File: src/rtl/cache_pkg.sv
// Shared definitions for the direct-mapped write-back cache controller:
// status bit positions, controller state encoding and derived widths.
package cache_pkg;

    localparam int WORD_W   = 32;
    localparam int STATUS_W = 3;
    localparam int ST_VALID = 0;
    localparam int ST_DIRTY = 1;

    typedef enum logic [2:0] {
        S_IDLE,
        S_COMPARE,
        S_WRITEBACK,
        S_REFILL,
        S_REFILL_WAIT,
        S_FILL
    } state_t;

    function automatic int words_per_line(input int offset_len);
        return 2 ** (offset_len - 2);
    endfunction

    function automatic int line_width(input int offset_len);
        return WORD_W * words_per_line(offset_len);
    endfunction

    function automatic int addr_width(input int tag_len, input int index_len, input int offset_len);
        return tag_len + index_len + offset_len;
    endfunction

endpackage

File: src/rtl/cache_word_merge.sv
// Combinational word extract / word insert on one cache line.
// Word 0 sits in line bits [31:0]; sel picks the 32-bit word.
module cache_word_merge
    import cache_pkg::*;
#(
    parameter int OFFSET_LEN = 4
) (
    input  logic [line_width(OFFSET_LEN)-1:0] line,
    input  logic [OFFSET_LEN-3:0]             sel,
    input  logic [WORD_W-1:0]                 wdata,
    output logic [WORD_W-1:0]                 word,
    output logic [line_width(OFFSET_LEN)-1:0] merged
);

    // bit offset of the selected word: sel * 32
    logic [OFFSET_LEN+2:0] bit_lo;
    assign bit_lo = {sel, 5'd0};

    assign word = line[bit_lo +: WORD_W];

    // replace the selected word, keep the rest of the line
    always_comb begin
        merged = line;
        merged[bit_lo +: WORD_W] = wdata;
    end

endmodule

File: src/rtl/cache_controller.sv
// Direct-mapped, write-back, write-allocate cache controller.
// Optional build macro CACHE_STATS_EN adds hit_count / miss_count outputs.
module cache_controller
    import cache_pkg::*;
#(
    parameter int TAG_LEN    = 13,
    parameter int INDEX_LEN  = 10,
    parameter int OFFSET_LEN = 4
) (
    input  logic                                              clk,
    input  logic                                              reset,
    input  logic                                              cpu_req_valid,
    output logic                                              cpu_req_ready,
    input  logic                                              cpu_we,
    input  logic [addr_width(TAG_LEN,INDEX_LEN,OFFSET_LEN)-1:0] cpu_addr,
    input  logic [WORD_W-1:0]                                 cpu_wdata,
    output logic                                              cpu_rvalid,
    output logic [WORD_W-1:0]                                 cpu_rdata,
    output logic                                              tag_we,
    output logic                                              tag_re,
    output logic [INDEX_LEN-1:0]                              tag_addr,
    output logic [TAG_LEN-1:0]                                tag_wr,
    output logic [STATUS_W-1:0]                               status_wr,
    input  logic [TAG_LEN-1:0]                                tag_rd,
    input  logic [STATUS_W-1:0]                               status_rd,
    output logic                                              data_we,
    output logic                                              data_re,
    output logic [INDEX_LEN-1:0]                              data_addr,
    output logic [line_width(OFFSET_LEN)-1:0]                 data_wr,
    input  logic [line_width(OFFSET_LEN)-1:0]                 data_rd,
    output logic                                              mem_req_valid,
    input  logic                                              mem_req_ready,
    output logic                                              mem_we,
    output logic [TAG_LEN+INDEX_LEN-1:0]                      mem_addr,
    output logic [line_width(OFFSET_LEN)-1:0]                 mem_wdata,
    input  logic                                              mem_rvalid,
    input  logic [line_width(OFFSET_LEN)-1:0]                 mem_rdata
`ifdef CACHE_STATS_EN
    ,
    output logic [31:0]                                       hit_count,
    output logic [31:0]                                       miss_count
`endif
);

    localparam int LINE_W = line_width(OFFSET_LEN);
    localparam int ADDR_W = addr_width(TAG_LEN, INDEX_LEN, OFFSET_LEN);

    state_t state, state_next;

    logic                  req_we;
    logic [TAG_LEN-1:0]    req_tag;
    logic [INDEX_LEN-1:0]  req_index;
    logic [OFFSET_LEN-3:0] req_sel;
    logic [WORD_W-1:0]     req_wdata;
    logic [TAG_LEN-1:0]    old_tag;
    logic [LINE_W-1:0]     line_buf;

    logic [TAG_LEN-1:0]    cpu_tag;
    logic [INDEX_LEN-1:0]  cpu_index;
    logic                  accept;
    logic                  hit;
    logic                  victim_dirty;
    logic [LINE_W-1:0]     merge_src;
    logic [LINE_W-1:0]     merged_line;
    logic [WORD_W-1:0]     sel_word;

    // byte lane bits and the reserved status bit carry no information here
    logic unused_bits;
    assign unused_bits = ^{cpu_addr[1:0], status_rd[2]};

    assign cpu_tag      = cpu_addr[ADDR_W-1 -: TAG_LEN];
    assign cpu_index    = cpu_addr[OFFSET_LEN +: INDEX_LEN];
    assign accept       = cpu_req_valid && cpu_req_ready;
    assign hit          = status_rd[ST_VALID] && (tag_rd == req_tag);
    assign victim_dirty = status_rd[ST_VALID] && status_rd[ST_DIRTY];

    // FILL works on the refilled line, COMPARE on the line just read from RAM
    assign merge_src = (state == S_FILL) ? line_buf : data_rd;

    cache_word_merge #(
        .OFFSET_LEN(OFFSET_LEN)
    ) u_merge (
        .line  (merge_src),
        .sel   (req_sel),
        .wdata (req_wdata),
        .word  (sel_word),
        .merged(merged_line)
    );

    // state register
    always_ff @(posedge clk) begin
        if (reset) state <= S_IDLE;
        else       state <= state_next;
    end

    // next-state logic
    always_comb begin
        state_next = state;
        case (state)
            S_IDLE:        if (cpu_req_valid) state_next = S_COMPARE;
            S_COMPARE: begin
                if (hit)               state_next = S_IDLE;
                else if (victim_dirty) state_next = S_WRITEBACK;
                else                   state_next = S_REFILL;
            end
            S_WRITEBACK:   if (mem_req_ready) state_next = S_REFILL;
            S_REFILL:      if (mem_req_ready) state_next = S_REFILL_WAIT;
            S_REFILL_WAIT: if (mem_rvalid)    state_next = S_FILL;
            S_FILL:        state_next = S_IDLE;
            default:       state_next = S_IDLE;
        endcase
    end

    // outputs; everything is held low while reset is asserted
    always_comb begin
        cpu_req_ready = 1'b0;
        cpu_rvalid    = 1'b0;
        cpu_rdata     = '0;
        tag_we        = 1'b0;
        tag_re        = 1'b0;
        tag_addr      = '0;
        tag_wr        = '0;
        status_wr     = '0;
        data_we       = 1'b0;
        data_re       = 1'b0;
        data_addr     = '0;
        data_wr       = '0;
        mem_req_valid = 1'b0;
        mem_we        = 1'b0;
        mem_addr      = '0;
        mem_wdata     = '0;
        if (!reset) begin
            case (state)
                S_IDLE: begin
                    cpu_req_ready = 1'b1;
                    if (cpu_req_valid) begin
                        tag_re    = 1'b1;
                        data_re   = 1'b1;
                        tag_addr  = cpu_index;
                        data_addr = cpu_index;
                    end
                end
                S_COMPARE: begin
                    if (hit) begin
                        cpu_rvalid = 1'b1;
                        if (req_we) begin
                            tag_we    = 1'b1;
                            data_we   = 1'b1;
                            tag_addr  = req_index;
                            data_addr = req_index;
                            tag_wr    = req_tag;
                            status_wr = 3'b011;
                            data_wr   = merged_line;
                        end else begin
                            cpu_rdata = sel_word;
                        end
                    end
                end
                S_WRITEBACK: begin
                    mem_req_valid = 1'b1;
                    mem_we        = 1'b1;
                    mem_addr      = {old_tag, req_index};
                    mem_wdata     = line_buf;
                end
                S_REFILL: begin
                    mem_req_valid = 1'b1;
                    mem_addr      = {req_tag, req_index};
                end
                S_FILL: begin
                    tag_we     = 1'b1;
                    data_we    = 1'b1;
                    tag_addr   = req_index;
                    data_addr  = req_index;
                    tag_wr     = req_tag;
                    cpu_rvalid = 1'b1;
                    if (req_we) begin
                        status_wr = 3'b011;
                        data_wr   = merged_line;
                    end else begin
                        status_wr = 3'b001;
                        data_wr   = line_buf;
                        cpu_rdata = sel_word;
                    end
                end
                default: ;
            endcase
        end
    end

    // request, victim and refill capture; one buffer serves writeback and refill
    always_ff @(posedge clk) begin
        if (accept) begin
            req_we    <= cpu_we;
            req_tag   <= cpu_tag;
            req_index <= cpu_index;
            req_sel   <= cpu_addr[OFFSET_LEN-1:2];
            req_wdata <= cpu_wdata;
        end
        if (state == S_COMPARE && !hit && victim_dirty) begin
            line_buf <= data_rd;
            old_tag  <= tag_rd;
        end
        if (state == S_REFILL_WAIT && mem_rvalid) begin
            line_buf <= mem_rdata;
        end
    end

`ifdef CACHE_STATS_EN
    // hit/miss counters, updated once per lookup, wrap naturally
    always_ff @(posedge clk) begin
        if (reset) begin
            hit_count  <= '0;
            miss_count <= '0;
        end else if (state == S_COMPARE) begin
            if (hit) hit_count  <= hit_count + 32'd1;
            else     miss_count <= miss_count + 32'd1;
        end
    end
`endif

endmodule

File: config.mk
export PLATFORM = sky130hd
export DESIGN_NAME = cache_controller
export DESIGN_NICKNAME = d
export VERILOG_FILES = /design/src/rtl/cache_pkg.sv /design/src/rtl/cache_word_merge.sv /design/src/rtl/cache_controller.sv
export SDC_FILE = /design/constraint.sdc
export NUM_CORES = 1
export LEC_CHECK = 0
export BUFFER_PORTS_ARGS = -buffer_cell sky130_fd_sc_hd__buf_4
export CORE_AREA = 5 5 266 268
export DETAILED_ROUTE_END_ITERATION = 10
export DIE_AREA = 0 0 271 273
export GPL_TIMING_DRIVEN = 0
export RECOVER_POWER = 25
export SLEW_MARGIN = 5
export SYNTH_ARGS = -nofsm -noshare
export SYNTH_HDL_FRONTEND = slang
export SYNTH_SLANG_ARGS = --single-unit
File: constraint.sdc
create_clock -name clk -period 13.3 [get_ports clk]
set_clock_uncertainty 0.2 [all_clocks]
set_input_delay 0.665 -clock clk [delete_from_list [all_inputs] [get_ports clk]]
set_output_delay 0.665 -clock clk [all_outputs]
set_load 0.02 [all_outputs]
; After elaboration in Yosys (flattened, before gate mapping)
; Cells that the tools add are included.
[classes]
n_eq_ne = 10
n_addsub = 1
n_mux = 54
shift = 3
n_reduce_logical = 11
[op_table]
columns = cell, n
row1 = $mux 128, 9
row2 = $pmux 128 s2, 1
row3 = $bwmux 128, 1
row4 = $shift 32x9->128 const A, 1
row5 = $shiftx 128x8->32, 1
row6 = $shiftx 32x9->128, 1
row7 = $mux 32, 3
row8 = $pmux 32 s2, 1
row9 = $pmux 23 s2, 1
row10 = $mux 10, 4
row11 = $mux 13, 3
row12 = $pmux 10 s3, 1
row13 = $pmux 13 s2, 1
row14 = $mux 23, 1
row15 = $mux 1, 15
row16 = $pmux 3 s5, 1
row17 = $eq 13x13->1, 1
row18 = $mux 3, 4
row19 = $mux 2, 5
row20 = $neg 7->9, 1
row21 = $ne 2x2->1 const B, 4
row22 = $eq 3x2->1 const B, 2
row23 = $eq 3x3->1 const B, 2
row24 = $logic_and 1x1->1, 6
row25 = other kinds (8), 9
[totals]
out_inout_bits = 355
word_cells = 87
regBits = 202

; Logic depth before layout (Yosys ltp)
[depth]
ltp_word = 7
ltp_mapped = 10

; Hierarchy
; A second synthesis with hierarchy kept.
[unflattened]
cells_unflattened = 1247
area_unflattened_um2 = 15556.2
[modules_own_cells]
columns = mod, cells_each, area_each_um2, instances, seq_area_each_um2
row1 = cache_controller, 959, 12529.5, 1, 6035.8
row2 = cache_word_merge, 288, 3026.7, 1, 0.0

; Worst setup path before layout
; No wires, ideal clock.
[synth_timing]
path_type = reg-to-reg
from = register state[0]
to = register line_buf[0] (enable)
synth_period_minus_slack_ps = 11530
t_arrival_ps = 10528
n_path_buf = 2
required_time_ps = 12297
path_stages_with_launch = 6
slack_ps = 1770
cell_sequence = dfxtp_1 > buf_2 > buf_1 > nor2b_1 > nand2_1 > o31ai_1
[synth_between]
elab_chain_len = 4
elab_cells_between_ends = 6
[synth_lines]
columns = item, line_no
row1 = "start, declared", cache_controller.sv:48  ; state_t state, state_next;
row2 = "start signal, assigned", cache_controller.sv:93  ; else state <= state_next;
row3 = $eq 3x1->1, cache_controller.sv:199  ; if (state == S_COMPARE && !hit && victim_dirty) begin
row4 = $logic_and 1x1->1 (2 in a row), cache_controller.sv:199
row5 = $reduce_bool 2->1 (no source line) *, -
row6 = "end signal, assigned", cache_controller.sv:200  ; line_buf <= data_rd;
row7 = "end signal, assigned", cache_controller.sv:204  ; line_buf <= mem_rdata;
row8 = "end, declared", cache_controller.sv:56  ; logic [LINE_W-1:0] line_buf;
; Every way passes the cells marked *; elsewhere a longest branch is shown, timed or not.
; A chain may end at the register's enable or synchronous reset.

; Final worst setup path
[layout_timing]
from = register req_sel[0]
to = output port data_wr[75]
[layout_between]
elab_chain_len = 7
elab_cells_between_ends = 9
[layout_lines]
columns = item, line_no
row1 = "start, declared", cache_controller.sv:53  ; logic [OFFSET_LEN-3:0] req_sel;
row2 = "start signal, assigned", cache_controller.sv:196  ; req_sel <= cpu_addr[OFFSET_LEN-1:2];
row3 = $neg 7->9 *, cache_word_merge.sv:24  ; merged[bit_lo +: WORD_W] = wdata;
row4 = $shiftx 32x9->128 or $shift 32x9->128 (tied branches), cache_word_merge.sv:24
row5 = $bwmux 128 *, cache_word_merge.sv:24
row6 = $mux 128, cache_controller.sv:146  ; if (req_we) begin
row7 = $mux 128, cache_controller.sv:144  ; if (hit) begin
row8 = $pmux 128 s2 *, cache_controller.sv:133  ; case (state)
row9 = $mux 128 *, cache_controller.sv:132  ; if (!reset) begin
row10 = "end, declared", cache_controller.sv:29  ; output logic [line_width(OFFSET_LEN)-1:0] data_wr,
; Marked as above.

==> results.yml <==
sta:
  slew_headroom: -0.646
  tns_ps: 0
  fmax_mhz: 148
  tightest_slew_ps: 2470
  min_period_ps: 6740
  setup_violations: 0
  rsz0062_at_grt: "false"
  final_hold_viol_count: 0
  timing.hold.ws_ps: 67.1
  report.final.slew_viol_count: 33
  fin_crit_sh: 0.507
  setup_slack_ps: 6560
grt:
  grt_max_degree: 36
  grt_pass1_wl_um: 130000
  overflow: 0
  antenna_found_initial: 3
  grt_pass1_vias: 16700
  track_usage: 0.244
synth:
  synth-async-reset-ratio: 0
  avgSynthCellArea_sq_um: 10.9
  synthSimpleGateAreaFrac: 0.129
  mappedNetlistNets: 1705
  synth_mux_area_frac: 0.241
  synth_seq_area_share: 0.406
  synth_cell_types: 44
  synth_cells: 1363
  synthTopCellsByArea: "edfxtp_1 40%, mux2_2 9.7%, mux2i_1 9.5%, and2_1 6.5%, a22oi_1 6.4%"
  synthesis.area_sq_mm: 0.0149
  synthAdderAreaFrac: 0.00421
  synth_top_family_by_area: "multiplexers"
  ys_warn_count: 0
  synth_edf_count: 199
  ys_ff_latch: 202
  synth_flop_cell: "edfxtp_1"
  synth-compound-area-share: 0.156
  yosys.area.top_type: "edfxtp_1"
  yosysMostFrequentCell: "edfxtp_1"
  synthXorXnorAreaFrac: 0.00767
  synth_top_area_frac: 0.402
  ys_top_cells_by_count: "199 x edfxtp_1, 154 x and2_1, 153 x nor2_1"
floorplanning:
  initial_core_util: 0.218
  die_x_um: 271
  dieArea_sq_mm: 0.0740
  chipHeight_um: 273
  coreArea_sq_mm: 0.0681
  row_count: 96
  boundaryPins: 692
drt:
  drtAntennaViolNets: 0
  via_per_inst: 5.30
  drcViolationCount: 0
  vias: 15900
  wl_um: 96600
  detail_route.iter0.violations: 1752
  dr.pass1.iters: 5
  wl_per_cell_um: 32.2
outcome:
  violations: "capacitance limit, slew limit"
  outcome: "finished with violations"
placement:
  place_worst_setup_slack_ps: 7360
  postPlaceCellArea_sq_mm: 0.0213
  dpl.cell_count: 2943
  gp_congestion: 0.922
  dp_hpwl_um: 74800
  numPortBuffers: 687
power_and_ir_drop:
  p_total_mw: 2.39
  p_leak_nw: 9.79
  ir_drop_mv: 0.0941
  power.density_mw_per_mm2: 108
final_layout:
  num-nets-final: 2433
  finalInstanceArea_sq_mm: 0.0221
  post-route-util: 0.324
  area_delta_synth_final_pct: 48.6
  drive_gt1_frac: 0.447
  final_cells: 2997
clock_tree:
  post_cts_buffers: 0
  insertion_delay_ps: 590
  ctsHoldBuffers: 0
  cts_tree: "built"
  ctsHtreeMaxLevel: 1
  clockRootBuffer: "clkbuf_16"
  clk_pin_slew_ps: 60
  post_cts_resized: 0
  cts_made_buffers: 28
  clock_sinks: 202
  clock_path_buffers: 3
critical_path:
  cp_num_buf_inv: 6
  crit_slowest_cell: "nor3_1"
  crit_path_max_fanout: 12
  path_class: "reg2out"
  cpMostUsedCell: "clkbuf_1"
  required_ps: 12440
  arrival_ps: 5880
  startpoint_type: "flop"
  critPathMaxStageDelay_ps: 860
  worstPathCellList: "clkbuf_1 > inv_1 > buf_1 > ha_1 > clkbuf_1 > nand2_1 > nor3_1 > clkbuf_1 > a21oi_1 > o22ai_1 > buf_4"
  critical_path.top_delay_family: "buffers and inverters"
  end_kind: "output pin"
min_path:
  hold_path_class: "in2reg"
flow_run:
  maxCapViolCount: 1
==> kinds of logic after synthesis <==
kind of cell               count (synthesis)
and+or+nand+nor                          376
xor gates and xnor gates                  13
adders and majority gates                  5
buffers and inverters                    157
other                                      1
DFF                                      202
AOI/OAI and AO/OA                        308
muxes                                    301
==> layer usage <==
layer / vias to the layer above / wire [um] / GRT usage
met5: - / 7 / 0
met4: 2 / 3950 / 0.0845
met3: 202 / 9100 / 0.0650
met2: 1162 / 46400 / 0.421
met1: 7843 / 37100 / 0.295
li1: 6669 / - / -
==> state kept, by name, summed over array words and instances, names as in the netlist <==
| signal | count |
|---|---|
| req_we | 1 |
| old_tag | 13 |
| line_buf | 128 |
| state | 3 |
| req_index | 10 |
| req_wdata | 32 |
| req_sel | 2 |
| req_tag | 13 |
==> area by class of cell <==
cell class / count / area, sq um
diodes: 3 / 7.51
plain buffers: 150 / 764
clock buffers: 39 / 782
clock inverters: 12 / 71.3
fillers: 7076 / 46000
inverters: 7 / 26.3
multi-input cells: 1004 / 8010
flip-flops and latches: 202 / 6040
well taps: 882 / 1100
repair buffers: 698 / 5270
==> where the power goes <==
group / leakage, nW / internal, mW / total, mW / switching (mW)
sequential: 1.84 / 0.790 / 0.852 / 0.0611
combinational: 7.54 / 0.332 / 0.813 / 0.481
clock: 0.415 / 0.407 / 0.729 / 0.322
total: 9.79 / 1.53 / 2.39 / 0.864
==> cell usage in the layout, fill, tap and decap left out, drive strengths merged, types with 4 or more instances in the layout <==
| cell type | count |
|---|---|
| nor2 | 153 |
| mux2i | 141 |
| clkbuf | 207 |
| nand2 | 12 |
| a22o | 103 |
| inv | 7 |
| a21oi | 37 |
| nor3 | 37 |
| nand4 | 4 |
| edfxtp | 199 |
| ha | 5 |
| mux2 | 128 |
| buf | 680 |
| clkinv | 10 |
| xnor2 | 13 |
| o22ai | 32 |
| and2 | 154 |
| a22oi | 126 |
| mux4 | 32 |
==> final timing paths <==
check	start	endpoint	slack, ps	cells past startpoint
setup / recovery	req_sel[0]	data_wr[75]	6560	11
hold / removal	cpu_addr[3]	req_sel[1]	70	1
setup reg to reg	state[2]	req_wdata[19]	8990	5
hold reg to reg	state[1]	state[2]	510	3
==> worst register-to-register path, cell delays in order (launching register included) <==
cell and delay [ps]:
dfxtp_1 300, clkbuf_1 220, nor4_1 850, and2_0 260
clkbuf_1 1760, buf_12 320
Power figures use the tool's default switching activity.
